<file path="src/rtl/i2s_rx.sv">
// ---------------------------------------------------------------------------
// i2s_rx
//   I2S (Philips format) receiver for the codec ADC path. The codec-driven
//   SCLK/LRCLK/SDATA lines are oversampled on CLK through matched
//   synchronisers, then the left and right words are deserialised MSB-first.
//   Each complete left+right pair is presented on SAMPLE_L/SAMPLE_R with a
//   one-cycle SAMPLE_VALID pulse, and a floor-halved mono mix is written to
//   a CLK-domain sample FIFO unless that FIFO reports full.
//
// Ports
//   CLK          system clock (>= 8x SCLK)
//   RESET_N      asynchronous active-low reset
//   ENABLE       1 = receive, 0 = abort current frame and sit idle
//   SCLK_IN      I2S bit clock (async)
//   LRCLK_IN     I2S word select, 0 = left, 1 = right (async)
//   SDATA_IN     I2S serial data (async)
//   FIFO_FULL    sample FIFO full flag
//   FIFO_WRITE   one-cycle write strobe, FIFO_DATA valid with it
//   FIFO_DATA    mono sample (holds between writes)
//   SAMPLE_L/R   last complete left/right words
//   SAMPLE_VALID one-cycle pulse when a new L/R pair is presented
//   FRAME_ERR    one-cycle pulse when a short word aborts a frame
//   OVERFLOW     sticky, a frame was dropped because FIFO_FULL was set
//   DROP_COUNT   saturating count of dropped frames
// ---------------------------------------------------------------------------
module i2s_rx #(
  parameter int DATA_WIDTH  = 16,
  parameter int SYNC_STAGES = 2
) (
  input  logic                  CLK,
  input  logic                  RESET_N,
  input  logic                  ENABLE,
  input  logic                  SCLK_IN,
  input  logic                  LRCLK_IN,
  input  logic                  SDATA_IN,
  input  logic                  FIFO_FULL,
  output logic                  FIFO_WRITE,
  output logic [DATA_WIDTH-1:0] FIFO_DATA,
  output logic [DATA_WIDTH-1:0] SAMPLE_L,
  output logic [DATA_WIDTH-1:0] SAMPLE_R,
  output logic                  SAMPLE_VALID,
  output logic                  FRAME_ERR,
  output logic                  OVERFLOW,
  output logic [7:0]            DROP_COUNT
);

  localparam int CNT_W = $clog2(DATA_WIDTH + 1);

  typedef enum logic [1:0] {ST_IDLE, ST_SHIFT, ST_HOLD} state_t;
  typedef enum logic {CH_L = 1'b0, CH_R = 1'b1} chan_t;

  // Input synchronisers: all three lines get the same delay so SDATA and
  // LRCLK stay aligned with the SCLK edge that samples them.
  logic [SYNC_STAGES-1:0] sclk_sync_q, sclk_sync_d;
  logic [SYNC_STAGES-1:0] lr_sync_q, lr_sync_d;
  logic [SYNC_STAGES-1:0] sd_sync_q, sd_sync_d;
  logic                   hist_sclk_q, hist_sclk_d;
  logic                   lr_prev_q, lr_prev_d;

  logic sclk_s, lr_s, sd_s;
  logic sclk_rise, lr_edge;

  state_t                state_q, state_d;
  chan_t                 chan_q, chan_d;
  logic [CNT_W-1:0]      bitcnt_q, bitcnt_d;
  logic [DATA_WIDTH-1:0] sr_q, sr_d;
  logic [DATA_WIDTH-1:0] left_buf_q, left_buf_d;
  logic                  frame_done_q, frame_done_d;
  logic                  frame_err_q, frame_err_d;

  logic                  sample_valid_q, sample_valid_d;
  logic [DATA_WIDTH-1:0] sample_l_q, sample_l_d;
  logic [DATA_WIDTH-1:0] sample_r_q, sample_r_d;
  logic                  fifo_write_q, fifo_write_d;
  logic [DATA_WIDTH-1:0] fifo_data_q, fifo_data_d;
  logic                  overflow_q, overflow_d;
  logic [7:0]            drop_count_q, drop_count_d;

  logic                  fire;
  logic [DATA_WIDTH:0]   sum;
  logic [DATA_WIDTH-1:0] mono;

  assign sclk_s    = sclk_sync_q[SYNC_STAGES-1];
  assign lr_s      = lr_sync_q[SYNC_STAGES-1];
  assign sd_s      = sd_sync_q[SYNC_STAGES-1];
  assign sclk_rise = sclk_s & ~hist_sclk_q;
  assign lr_edge   = sclk_rise & (lr_s != lr_prev_q);

  // Sign-extended sum, then arithmetic shift right by one (floor).
  assign sum  = {left_buf_q[DATA_WIDTH-1], left_buf_q} + {sr_q[DATA_WIDTH-1], sr_q};
  assign mono = DATA_WIDTH'(sum >> 1);

  // A completed pair is only published while still enabled, so disabling in
  // the cycle after the right LSB still suppresses every pulse.
  assign fire = frame_done_q & ENABLE;

  always_comb begin
    sclk_sync_d = {sclk_sync_q[SYNC_STAGES-2:0], SCLK_IN};
    lr_sync_d   = {lr_sync_q[SYNC_STAGES-2:0], LRCLK_IN};
    sd_sync_d   = {sd_sync_q[SYNC_STAGES-2:0], SDATA_IN};
    hist_sclk_d = sclk_s;
    // lr_prev keeps tracking even while disabled so that re-enabling picks
    // up the next genuine LRCLK falling edge rather than a stale one.
    lr_prev_d   = sclk_rise ? lr_s : lr_prev_q;
  end

  // Next-state logic. The rise that reveals an LRCLK edge carries the last
  // bit of the previous slot, so it never shifts data.
  always_comb begin
    state_d      = state_q;
    chan_d       = chan_q;
    bitcnt_d     = bitcnt_q;
    sr_d         = sr_q;
    left_buf_d   = left_buf_q;
    frame_done_d = 1'b0;
    frame_err_d  = 1'b0;

    if (!ENABLE) begin
      state_d  = ST_IDLE;
      bitcnt_d = '0;
    end else if (sclk_rise) begin
      case (state_q)
        ST_IDLE: begin
          // Only the start of a left slot can open a frame; a right slot
          // seen first is skipped silently.
          if (lr_edge && !lr_s) begin
            state_d  = ST_SHIFT;
            chan_d   = CH_L;
            bitcnt_d = '0;
          end
        end
        ST_SHIFT: begin
          if (lr_edge) begin
            // Word cut short: drop the frame and resync immediately if
            // the new slot is a left one.
            frame_err_d = 1'b1;
            bitcnt_d    = '0;
            chan_d      = CH_L;
            state_d     = lr_s ? ST_IDLE : ST_SHIFT;
          end else begin
            sr_d     = {sr_q[DATA_WIDTH-2:0], sd_s};
            bitcnt_d = bitcnt_q + CNT_W'(1);
            if (bitcnt_q == CNT_W'(DATA_WIDTH - 1)) begin
              state_d = ST_HOLD;
              if (chan_q == CH_L) begin
                left_buf_d = sr_d;
              end else begin
                frame_done_d = 1'b1;
              end
            end
          end
        end
        ST_HOLD: begin
          // Extra slot bits are ignored until the next word select edge.
          if (lr_edge) begin
            state_d  = ST_SHIFT;
            bitcnt_d = '0;
            chan_d   = lr_s ? CH_R : CH_L;
          end
        end
        default: state_d = ST_IDLE;
      endcase
    end
  end

  always_comb begin
    sample_valid_d = fire;
    sample_l_d     = fire ? left_buf_q : sample_l_q;
    sample_r_d     = fire ? sr_q : sample_r_q;
    fifo_write_d   = fire & ~FIFO_FULL;
    fifo_data_d    = (fire && !FIFO_FULL) ? mono : fifo_data_q;
    overflow_d     = overflow_q | (fire & FIFO_FULL);
    drop_count_d   = drop_count_q;
    if (fire && FIFO_FULL && (drop_count_q != 8'hFF)) begin
      drop_count_d = drop_count_q + 8'd1;
    end
  end

  always_ff @(posedge CLK or negedge RESET_N) begin
    if (!RESET_N) begin
      sclk_sync_q  <= '0;
      lr_sync_q    <= '0;
      sd_sync_q    <= '0;
      hist_sclk_q  <= 1'b0;
      lr_prev_q    <= 1'b0;
      state_q      <= ST_IDLE;
      chan_q       <= CH_L;
      bitcnt_q     <= '0;
      sr_q         <= '0;
      left_buf_q   <= '0;
      frame_done_q <= 1'b0;
      frame_err_q  <= 1'b0;
    end else begin
      sclk_sync_q  <= sclk_sync_d;
      lr_sync_q    <= lr_sync_d;
      sd_sync_q    <= sd_sync_d;
      hist_sclk_q  <= hist_sclk_d;
      lr_prev_q    <= lr_prev_d;
      state_q      <= state_d;
      chan_q       <= chan_d;
      bitcnt_q     <= bitcnt_d;
      sr_q         <= sr_d;
      left_buf_q   <= left_buf_d;
      frame_done_q <= frame_done_d;
      frame_err_q  <= frame_err_d;
    end
  end

  always_ff @(posedge CLK or negedge RESET_N) begin
    if (!RESET_N) begin
      sample_valid_q <= 1'b0;
      sample_l_q     <= '0;
      sample_r_q     <= '0;
      fifo_write_q   <= 1'b0;
      fifo_data_q    <= '0;
      overflow_q     <= 1'b0;
      drop_count_q   <= '0;
    end else begin
      sample_valid_q <= sample_valid_d;
      sample_l_q     <= sample_l_d;
      sample_r_q     <= sample_r_d;
      fifo_write_q   <= fifo_write_d;
      fifo_data_q    <= fifo_data_d;
      overflow_q     <= overflow_d;
      drop_count_q   <= drop_count_d;
    end
  end

  assign FIFO_WRITE   = fifo_write_q;
  assign FIFO_DATA    = fifo_data_q;
  assign SAMPLE_L     = sample_l_q;
  assign SAMPLE_R     = sample_r_q;
  assign SAMPLE_VALID = sample_valid_q;
  assign FRAME_ERR    = frame_err_q;
  assign OVERFLOW     = overflow_q;
  assign DROP_COUNT   = drop_count_q;

endmodule

</file>
<file path="config.mk">
export PLATFORM = sky130hd
export DESIGN_NAME = i2s_rx
export DESIGN_NICKNAME = d
export VERILOG_FILES = /design/src/rtl/i2s_rx.sv
export SDC_FILE = /design/constraint.sdc
export NUM_CORES = 1
export LEC_CHECK = 0
export ABC_AREA = 1
export CORE_MARGIN = 8
export CORE_UTILIZATION = 35
export DETAILED_ROUTE_END_ITERATION = 8
export PLACE_DENSITY = 0.67
export SETUP_SLACK_MARGIN = 0.5
export SLEW_MARGIN = 20
export SYNTH_ARGS = -nofsm -noshare
export SYNTH_HDL_FRONTEND = slang
export SYNTH_SLANG_ARGS = --single-unit
</file>
<file path="constraint.sdc">
create_clock -name CLK -period 4.3 [get_ports CLK]
set_input_delay 0.43 -clock CLK [delete_from_list [all_inputs] [get_ports CLK]]
set_output_delay 0.43 -clock CLK [all_outputs]
set_load 0.02 [all_outputs]
</file>
==> results of run 1 <==
[through the flow]
step                      setup slack, ns  hold slack, ns
after detailed placement             1.61           0.343
after CTS                            1.98         0.00545
after global placement               1.69           0.332
after global routing                 1.81          0.0145
final                                2.01         0.00158
after floorplan                      2.72           0.134
[layout make-up]
type | instances | area, um^2
clock inverter | 6 | 45.0
multi-input combinational | 428 | 2180
sequential | 109 | 2730
fill | 1525 | 8680
clock buffer | 10 | 229
timing repair buffer | 68 | 673
tap | 188 | 235
inverter | 86 | 323
[power breakdown]
group          total [mW]  internal (mW)  switching (mW)  leakage, nW
clock               0.790          0.399           0.391        0.138
combinational       0.176         0.0550           0.121         1.62
sequential           1.08           1.05          0.0281         1.49
[worst max-delay path, cell delays in order]
cell and delay (ns):
clkdlybuf4s50_1 0.68, nand2_4 0.37, nor2_4 0.52, inv_1 0.29, nand2_1 0.11, o21ai_0 0.08
[Yosys cell counts (2+ instances only)]
library cell	instances
xor2_1	4
nor2_4	3
nor3_1	5
nand3_1	27
nand3b_1	5
nand2_1	249
xnor2_1	3
o21ai_0	25
buf_6	6
or2_2	3
clkbuf_1	2
a31oi_1	6
o21ai_1	18
dfrtp_1	109
buf_2	6
o21ai_2	16
ha_1	18
inv_1	84
nand4_1	3
nand3_4	2
nand2_4	3
a21oi_1	11
nor2_1	20
buf_4	2
[logic make-up after synthesis]
logic type | after synthesis
simple gates | 324
flops | 109
buf+inv | 102
compound gates | 77
fa+ha+maj | 19
xor+xnor | 8
[layer usage]
metal	vias up	wire length, um
met2	62	5030
li1	2110	-
met3	9	719
met1	1863	5600
met5	-	0
met4	0	138
[flip-flops by register name (all words and copies together) (netlist names), 2 cells and up]
name	cells
SAMPLE_L	16
DROP_COUNT	8
bitcnt_q	5
sclk_sync_q	2
lr_sync_q	2
sr_q	16
state_q	2
SAMPLE_R	16
sd_sync_q	2
left_buf_q	16
FIFO_DATA	16
[worst paths after layout]
check / to / slack, ns
worst min-delay path: DROP_COUNT[2]$_DFFE_PN0P_ / 0.002
worst min register to register: sclk_sync_q[1]$_DFF_PN0_ / 0.36
worst max-delay path: FIFO_DATA[1]$_DFFE_PN0P_ / 2.01
min in group CLK: sclk_sync_q[1]$_DFF_PN0_ / 0.36
max in group asynchronous: FIFO_DATA[13]$_DFFE_PN0P_ / 3.31
worst max register to register: left_buf_q[0]$_DFFE_PN0P_ / 2.27
==> run summary, run 1 <==
Status: finished clean
Initial antenna violation count: 0
Arr. time, crit path: 2.51 ns
Area grow syn2layout: 19.9%
GR Util All Layers: 12.6%
Most frequent cells in the layout: nand2_1, dfrtp_1, inv_1
R2r startpoint: bitcnt_q[0]$_DFFE_PN0P_
CTS clk-pin slew, worst paths: 0.07 ns
Share of synthesized registers carrying an async set or reset: 100%
RSZ-0062 raised after global routing: false
Tot Pwr: 2.05 mW
Worst-margin pin slew: 0.630 ns
Synth area leaders: dfrtp_1, nand2_1, inv_1
Post-CTS Repair Setup Buffers: 0
Placed cell count: 879
Vias/cell: 4.52
Number of distinct library cells after synthesis: 33
Worst setup path startpoint: ENABLE
Num CTS Buffers: 9
Final Hold Viols: 0
DRC violations left: 0
Critical path data required time: 4.53 ns
Met2 Use GR: 19.4%
Port bufs: 66
Diodes inserted: 0
Detailed-route via count: 4044
Maximum clock insertion buffer count: 2
Peak Freq: 437 MHz
Clk Tree Root Cell: clkbuf_16
DIE HEIGHT: 140 um
Netlist area before placement: 5350 um^2
Design area: 6410 um^2
Total core area: 15100 um^2
Post-route setup TNS: 0 ns
Flops & latches, synth: 109
Share of layout cells above drive strength 1: 7.36%
First-pass GRT wire length: 19800 um
Multiplexer share of the synthesized area: 0%
Crit Path Class: in2reg
Post-synthesis compound-gate area fraction: 8.54%
Adder-cell area share of the yosys netlist: 4.59%
Crit Path Max Fanout: 51
Starting Density: 35.4%
Routed Antenna Nets: 0
Die width: 140 um
Clock Sinks: 109
Mapped Cells: 639
Vias in the first global route: 4009
Top_reg_cell synth: dfrtp_1
Met3 global-route usage: 4.86%
H-tree levels: 3
Hold buffers post-CTS: 0
DP HPWL: 8470 um
Fraction of the mapped netlist area in simple logic gates: 26.1%
EDFF count, synth: 0
GR Layer Usage met1: 15.9%
Fin crit period: 2.29 ns
Final cell count without fillers: 895
Xor/xnor cell area share of the yosys netlist: 1.45%
Syn_area_per_cell: 8.37 um^2
CTS tree: done
Final core utilization: 42.5%
Top cell type by total area after synthesis: dfrtp_1
Setup crit start kind: primary input
CP endpoint kind: flop
Ports: 67
Clk Latency, worst-skew pair: 0.35 ns
Most common cell after layout, fill and taps aside: nand2_1
Clock Skew: 0.0107 ns
Power per standard cell area: 319 nW/um^2
Reg2Reg Depth: 9
Final layout net count: 728
Final Cycle Share: 53.2%
Worst vdd rail ir drop: 0.165 mV
Setup-violating endpoint count in the final report: 0
Area post-placement: 6130 um^2
Synthesis warning total: 0
Hold WC Path Type: in2async
Max-Slew Margin vs Limit: 58.0%
Slew Viols, Final: 0
DRT iter0 DRCs: 238
Wire per inst: 12.8 um
Mapped Nets: 665
GRT overflow: 0
Top Usage Layer GRT: met2
Die area: 19500 um^2
MaxCap Viol Count: 0
FP Rows: 45
Seq/Total Area, Yosys: 51.0%
Largest net degree at the start of global routing: 52
Post-CTS sizing: 0
Gpl congestion: 0.807
Largest family of logic cells by synthesized area: simple AND/OR/NAND/NOR gates
WL final: 11500 um
Pleak: 3.25 nW
DR pass1 iterations: 4
Post-synth top area share: 51.0%
(Power assumes the default switching activity.)
==> run 2, diff against run 1 <==
--- a/config.mk
+++ b/config.mk
@@ -9,7 +9,7 @@
 export CORE_MARGIN = 8
 export CORE_UTILIZATION = 35
 export DETAILED_ROUTE_END_ITERATION = 8
-export PLACE_DENSITY = 0.67
+export PLACE_DENSITY = 0.69
 export SETUP_SLACK_MARGIN = 0.5
 export SLEW_MARGIN = 20
 export SYNTH_ARGS = -nofsm -noshare
==> constraint.sdc (replaced) <==
create_clock -name CLK -period 2.1 [get_ports CLK]
set_input_delay 0.21 -clock CLK [delete_from_list [all_inputs] [get_ports CLK]]
set_output_delay 0.21 -clock CLK [all_outputs]
set_load 0.02 [all_outputs]
==> run summary, run 2 (synthesis gave the netlist of run 1 again) <==
Status: finished clean
Setup crit start kind: flop
Clock Skew: 0.00753 ns (-0.00317 ns)
Fin crit period: 1.66 ns
WL final: 12000 um (+4.3%)
Final layout net count: 755 (+3.7%)
Critical path cell sequence: nand2_2 -> inv_2 -> fa_2 -> nand2_2 -> nand2_2 -> nand3b_1 -> nand2_2 -> nand2_2 -> nand2_1 -> nand2_1 -> nand3_2 -> nand2_1
Detailed-route via count: 4179 (+3.3%)
Area grow syn2layout: 30.2%
DP HPWL: 8360 um (-1.3%)
Power per standard cell area: 627 nW/um^2 (+96%)
Post-route setup TNS: 0 ns (unchanged)
Final Cycle Share: 79.0%
First-pass GRT wire length: 20300 um (+2.1%)
Largest net degree at the start of global routing: 35 (-33%)
GRT overflow: 0 (unchanged)
Peak Freq: 603 MHz
Die area: 19500 um^2 (unchanged)
RSZ-0062 raised after global routing: true
CTS tree: done
Diodes inserted: 0 (unchanged)
DRC violations left: 0 (unchanged)
Crit Path Max Fanout: 3 (-94%)
MaxCap Viol Count: 0 (unchanged)
Starting Density: 35.4% (unchanged)
Slew Viols, Final: 0 (unchanged)
CP dominant cell by count: nand2_2
Arr. time, crit path: 1.95 ns (-0.56 ns)
Maximum clock insertion buffer count: 2 (unchanged)
Share of layout cells above drive strength 1: 17.2% (+9.9 points)
Initial antenna violation count: 0 (unchanged)
Most common cell after layout, fill and taps aside: nand2_1
Die width: 140 um (unchanged)
Seq. cell area: 2730 um^2 (+0.23%)
GR Util All Layers: 12.7% (+0.16 points)
Final Hold Viols: 0 (unchanged)
Critical Path Max Stage Delay: 0.40 ns (-0.28 ns)
FP Rows: 45 (unchanged)
H-tree levels: 3 (unchanged)
Total core area: 15100 um^2 (unchanged)
Buf/Inv on CP: 1 (-1)
Routed Antenna Nets: 0 (unchanged)
Tot Pwr: 4.37 mW (+110%)
Most frequent cells in the layout: nand2_1, dfrtp_1, inv_1
Worst-margin pin slew: 0.345 ns (-0.285 ns)
Vias/cell: 4.54 (+0.53%)
Clk Tree Root Cell: clkbuf_16
DR pass1 iterations: 4 (unchanged)
CP delay by family, top: simple AND/OR/NAND/NOR gates
Filler cells: 1475 (-3.3%)
Crit Path Class: reg2reg
DIE HEIGHT: 140 um (unchanged)
Num CTS Buffers: 9 (unchanged)
Hold WC Path Type: in2async
Gpl congestion: 0.813 (+0.71%)
CP endpoint kind: flop
Max-Slew Margin vs Limit: 77.0% (+19 points)
Wire per inst: 13.0 um (+1.5%)
Port bufs: 66 (unchanged)
Vias in the first global route: 4191 (+4.5%)
Worst vdd rail ir drop: 0.409 mV (+150%)
Pleak: 3.52 nW (+8.4%)
Footprint of the multi-input gates: 2460 um^2 (+13%)
Ports: 67 (unchanged)
DRT iter0 DRCs: 139 (-42%)
Slowest CP cell: dfrtp_1
Setup-violating endpoint count in the final report: 0 (unchanged)
Clock Sinks: 109 (unchanged)
CTS clk-pin slew, worst paths: 0.07 ns (about the same)
Critical path data required time: 2.39 ns (-2.14 ns)
Clk Latency, worst-skew pair: 0.35 ns (about the same)
-- run 2: cell count changes in the layout (fill, tap and decap cells not counted), moves of 12 or more --
| cell | delta |
|---|---|
| ha_4 | +12 |
| ha_1 | -13 |
| nand2_1 | -19 |
| clkdlybuf4s50_1 | -14 |
| buf_4 | +23 |
| nand2_2 | +15 |
-- run 2: worst paths after layout --
check                                     startpoint                        end  slack (ns)  cells after the start
max in group asynchronous                    RESET_N  FIFO_DATA[11]$_DFFE_PN0P_        1.16                      3
min in group CLK                            SDATA_IN     sd_sync_q[0]$_DFF_PN0_        0.29                      1
hold reg to reg               lr_sync_q[0]$_DFF_PN0_     lr_sync_q[1]$_DFF_PN0_        0.35                      0
hold / removal                               RESET_N  DROP_COUNT[2]$_DFFE_PN0P_        0.29                      2
setup / recovery           left_buf_q[0]$_DFFE_PN0P_  FIFO_DATA[13]$_DFFE_PN0P_        0.44                     12
setup reg to reg           left_buf_q[0]$_DFFE_PN0P_  FIFO_DATA[13]$_DFFE_PN0P_        0.44                     12
-- run 2: layout make-up --
cell class,instances,area share [%]
flip-flops and latches,109,39.3
multi-input cells,428,35.4
clock inverters,2,0.503
inverters,86,4.64
well taps,188,3.38
repair buffers,95,13.3
clock buffers,12,3.54
-- run 2: metrics by stage --
step           hold slack (ns)  cell area [um^2]  instances  utilization, %  setup slack, ns
6_report                 0.290              6960        920            46.1            0.441
2_1_floorplan          -0.0856              5350        639               -            0.520
5_1_grt                  0.289              6960        920            46.1            0.298
3_3_place_gp             0.144              6200        886            41.1            0.310
4_1_cts                  0.281              6750        908            44.7            0.482
3_5_place_dp             0.149              6200        886            41.1            0.284
-- run 2: timing repair --
action	in CTS	in global routing
hold buffers	1	0
endpoints found under the hold margin	20	0
setup endpoints to repair	37	42
pin swaps	5	8
setup buffers	7	12
gates resized for setup	42	32
-- run 2: routing by layer --
metal / wire length, um / GRT usage (%)
met1: 5610 / 15.8
met3: 702 / 4.00
met2: 5490 / 20.2
met4: 167 / 5.31
met5: 0 / 0
-- run 2: report_power, final --
group,switching (mW),internal [mW]
logic,0.273,0.187
registers,0.0673,2.16
clock network,0.738,0.944
total,1.08,3.29
==> run 3, diff against run 2 <==
--- a/config.mk
+++ b/config.mk
@@ -9,7 +9,7 @@
 export CORE_MARGIN = 8
 export CORE_UTILIZATION = 35
 export DETAILED_ROUTE_END_ITERATION = 8
-export PLACE_DENSITY = 0.69
+export PLACE_DENSITY = 0.67
 export SETUP_SLACK_MARGIN = 0.5
 export SLEW_MARGIN = 20
 export SYNTH_ARGS = -nofsm -noshare
==> constraint.sdc (replaced) <==
create_clock -name CLK -period 1.7 [get_ports CLK]
set_input_delay 0.17 -clock CLK [delete_from_list [all_inputs] [get_ports CLK]]
set_output_delay 0.17 -clock CLK [all_outputs]
set_load 0.02 [all_outputs]
==> run summary, run 3 (synthesis gave the netlist of run 1 again) <==
Status: finished clean
Die width: 140 um (unchanged)
Fin crit period: 1.65 ns (-0.00815 ns)
Num CTS Buffers: 9 (unchanged)
Wire per inst: 14.3 um (+9.9%)
Final core utilization: 50.7% (+4.6 points)
Pleak: 3.88 nW (+10%)
MaxCap Viol Count: 0 (unchanged)
Met3 global-route usage: 4.58% (+0.58 points)
Final cell count without fillers: 963 (+4.7%)
Reg2reg end: left_buf_q[15]$_DFFE_PN0P_
Area grow syn2layout: 43.1%
Combinational share of power: 15.4% (+4.9 points)
FP Rows: 45 (unchanged)
Placed cell count: 892 (+0.68%)
Cell Int Power: 4.06 mW (+23%)
Total core area: 15100 um^2 (unchanged)
Worst vdd rail ir drop: 0.554 mV (+35%)
Crit Path Max Fanout: 31 (+28)
Top Usage Layer GRT: met2
H-tree levels: 3 (unchanged)
Slew Viols, Final: 0 (unchanged)
Clock Sinks: 109 (unchanged)
Clock power frac: 35.4% (-3.1 points)
Critical Path End: left_buf_q[15]$_DFFE_PN0P_
Seq. cell area: 2730 um^2 (unchanged)
RSZ-0062 raised after global routing: true
DRC violations left: 0 (unchanged)
DIE HEIGHT: 140 um (unchanged)
DR pass1 iterations: 5 (+1)
Clk Latency, worst-skew pair: 0.35 ns (about the same)
Maximum clock insertion buffer count: 2 (unchanged)
Final layout net count: 797 (+5.6%)
Reg2Reg Depth: 10 (-2)
Critical path data required time: 1.94 ns (-0.45 ns)
R2r startpoint: bitcnt_q[0]$_DFFE_PN0P_
Arr. time, crit path: 1.89 ns (-0.06 ns)
Most common cell after layout, fill and taps aside: nand2_1
WL final: 13800 um (+15%)
R2R setup slack: 0.05 ns (-0.39 ns)
DRT iter0 DRCs: 265 (+91%)
Vias in the first global route: 4400 (+5.0%)
Peak Freq: 606 MHz (+0.49%)
Clock Skew: 0.00688 ns (-0.000646 ns)
Setup crit start kind: flop
Setup-violating endpoint count in the final report: 0 (unchanged)
Sw frac: 27.1% (+2.4 points)
Most frequent cells in the layout: nand2_1, dfrtp_1, inv_1
Routed Antenna Nets: 0 (unchanged)
Met2 Use GR: 22.8% (+2.6 points)
Final Hold Viols: 0 (unchanged)
Hold path start: ENABLE
Worst setup path startpoint: bitcnt_q[0]$_DFFE_PN0P_
Hold WC Path Type: in2reg
Ports: 67 (unchanged)
GR Util All Layers: 13.6% (+0.84 points)
Filler cells: 1375 (-6.8%)
Crit Path Class: reg2reg
Reg power frac: 49.2% (-1.8 points)
CP endpoint kind: flop
Gpl congestion: 0.845 (+4.0%)
GRT overflow: 0 (unchanged)
Min Hold Slack: 0.206 ns (-0.0837 ns)
CTS tree: done
Final Cycle Share: 97.1% (+18 points)
Clk Tree Root Cell: clkbuf_16
First-pass GRT wire length: 21500 um (+5.9%)
Power per standard cell area: 728 nW/um^2 (+16%)
Die area: 19500 um^2 (unchanged)
Diodes inserted: 0 (unchanged)
Footprint of the multi-input gates: 2880 um^2 (+17%)
Sw power: 1.51 mW (+40%)
Detailed-route via count: 4496 (+7.6%)
Initial antenna violation count: 0 (unchanged)
Max-Slew Margin vs Limit: 75.9% (-1.1 points)
Starting Density: 35.4% (unchanged)
Largest net degree at the start of global routing: 42 (+20%)
GR Layer Usage met1: 15.8% (+0.028 points)
CTS clk-pin slew, worst paths: 0.07 ns (about the same)
Share of layout cells above drive strength 1: 39.4% (+22 points)
Port bufs: 66 (unchanged)
Worst-margin pin slew: 0.362 ns (+0.0171 ns)
DP HPWL: 8870 um (+6.0%)
Vias/cell: 4.67 (+2.8%)
-- run 3: cell count changes in the layout (fill, tap and decap cells not counted), moves of 18 or more --
cell / previous run / this run
nand2_1: 230 / 189
buf_2: 0 / 28
nand2_2: 16 / 44
clkdlybuf4s15_2: 0 / 19
buf_4: 26 / 44
clkdlybuf4s50_1: 51 / 4
buf_6: 0 / 18
-- run 3: metal layers --
layer / part of all wire [%] / wire length [um]
met3: 6.1 / 844
met4: 1.5 / 208
met1: 41 / 5700
met2: 51 / 7020
met5: 0 / 0
-- run 3: worst max-delay path, cell delays in order (launching register included) --
cell,delay [ns]
dfrtp_1,0.37
ha_2,0.19
nand2_2,0.05
nor2_1,0.09
ha_1,0.16
inv_2,0.06
nor3_4,0.17
nand3_4,0.11
buf_12,0.19
nand2_1,0.09
o21ai_2,0.05
-- run 3: worst min-delay path by stage --
stage | cells past startpoint | slack (ns) | endpoint
final | 3 | 0.21 | FRAME_ERR$_DFF_PN0_
after global routing | 3 | 0.21 | FRAME_ERR$_DFF_PN0_
after CTS | 1 | 0.24 | lr_sync_q[0]$_DFF_PN0_
after detailed placement | 1 | 0.10 | DROP_COUNT[5]$_DFFE_PN0P_
after global placement | 1 | 0.10 | DROP_COUNT[5]$_DFFE_PN0P_
after floorplan | 0 | -0.13 | DROP_COUNT[0]$_DFFE_PN0P_
-- run 3: power by group through the flow --
| stage | sequential [mW] | combinational, mW | clock, mW |
|---|---|---|---|
| after global placement | 2.79 | 0.505 | 0 |
| after detailed placement | 2.79 | 0.515 | 0 |
| after floorplan | 2.78 | 0.318 | 0 |
| after global routing | 2.75 | 0.930 | 2.14 |
| after CTS | 2.74 | 0.651 | 2.02 |
| final | 2.74 | 0.860 | 1.97 |
-- run 3: layout make-up --
| cell class | instances | share of cell area, % |
|---|---|---|
| Clock buffer | 12 | 3.22 |
| Tap cell | 188 | 3.08 |
| Sequential cell | 109 | 35.7 |
| Inverter | 86 | 4.38 |
| Multi-Input combinational cell | 432 | 37.7 |
| Timing Repair Buffer | 133 | 15.6 |
| Clock inverter | 3 | 0.294 |
-- run 3: through the flow --
step                      total power [mW]  setup slack, ns  cell area [um^2]  TNS [ns]
after floorplan                       3.09            0.188              5450         0
after global placement                3.30           0.0461              6400         0
after detailed placement              3.31           0.0286              6400         0
after CTS                             5.41           0.0704              7110         0
after global routing                  5.81          -0.0650              7650    -0.900
final                                 5.57           0.0495              7650         0
-- run 3: repair_timing --
| item | in CTS | in global routing |
|---|---|---|
| pin swaps | 15 | 31 |
| hold buffers | 1 | 0 |
| setup buffers | 22 | 28 |
| cloned | 0 | 5 |
| hold endpoints to repair | 21 | 0 |
| gates resized for setup | 237 | 154 |
| setup endpoints to repair | 137 | 124 |
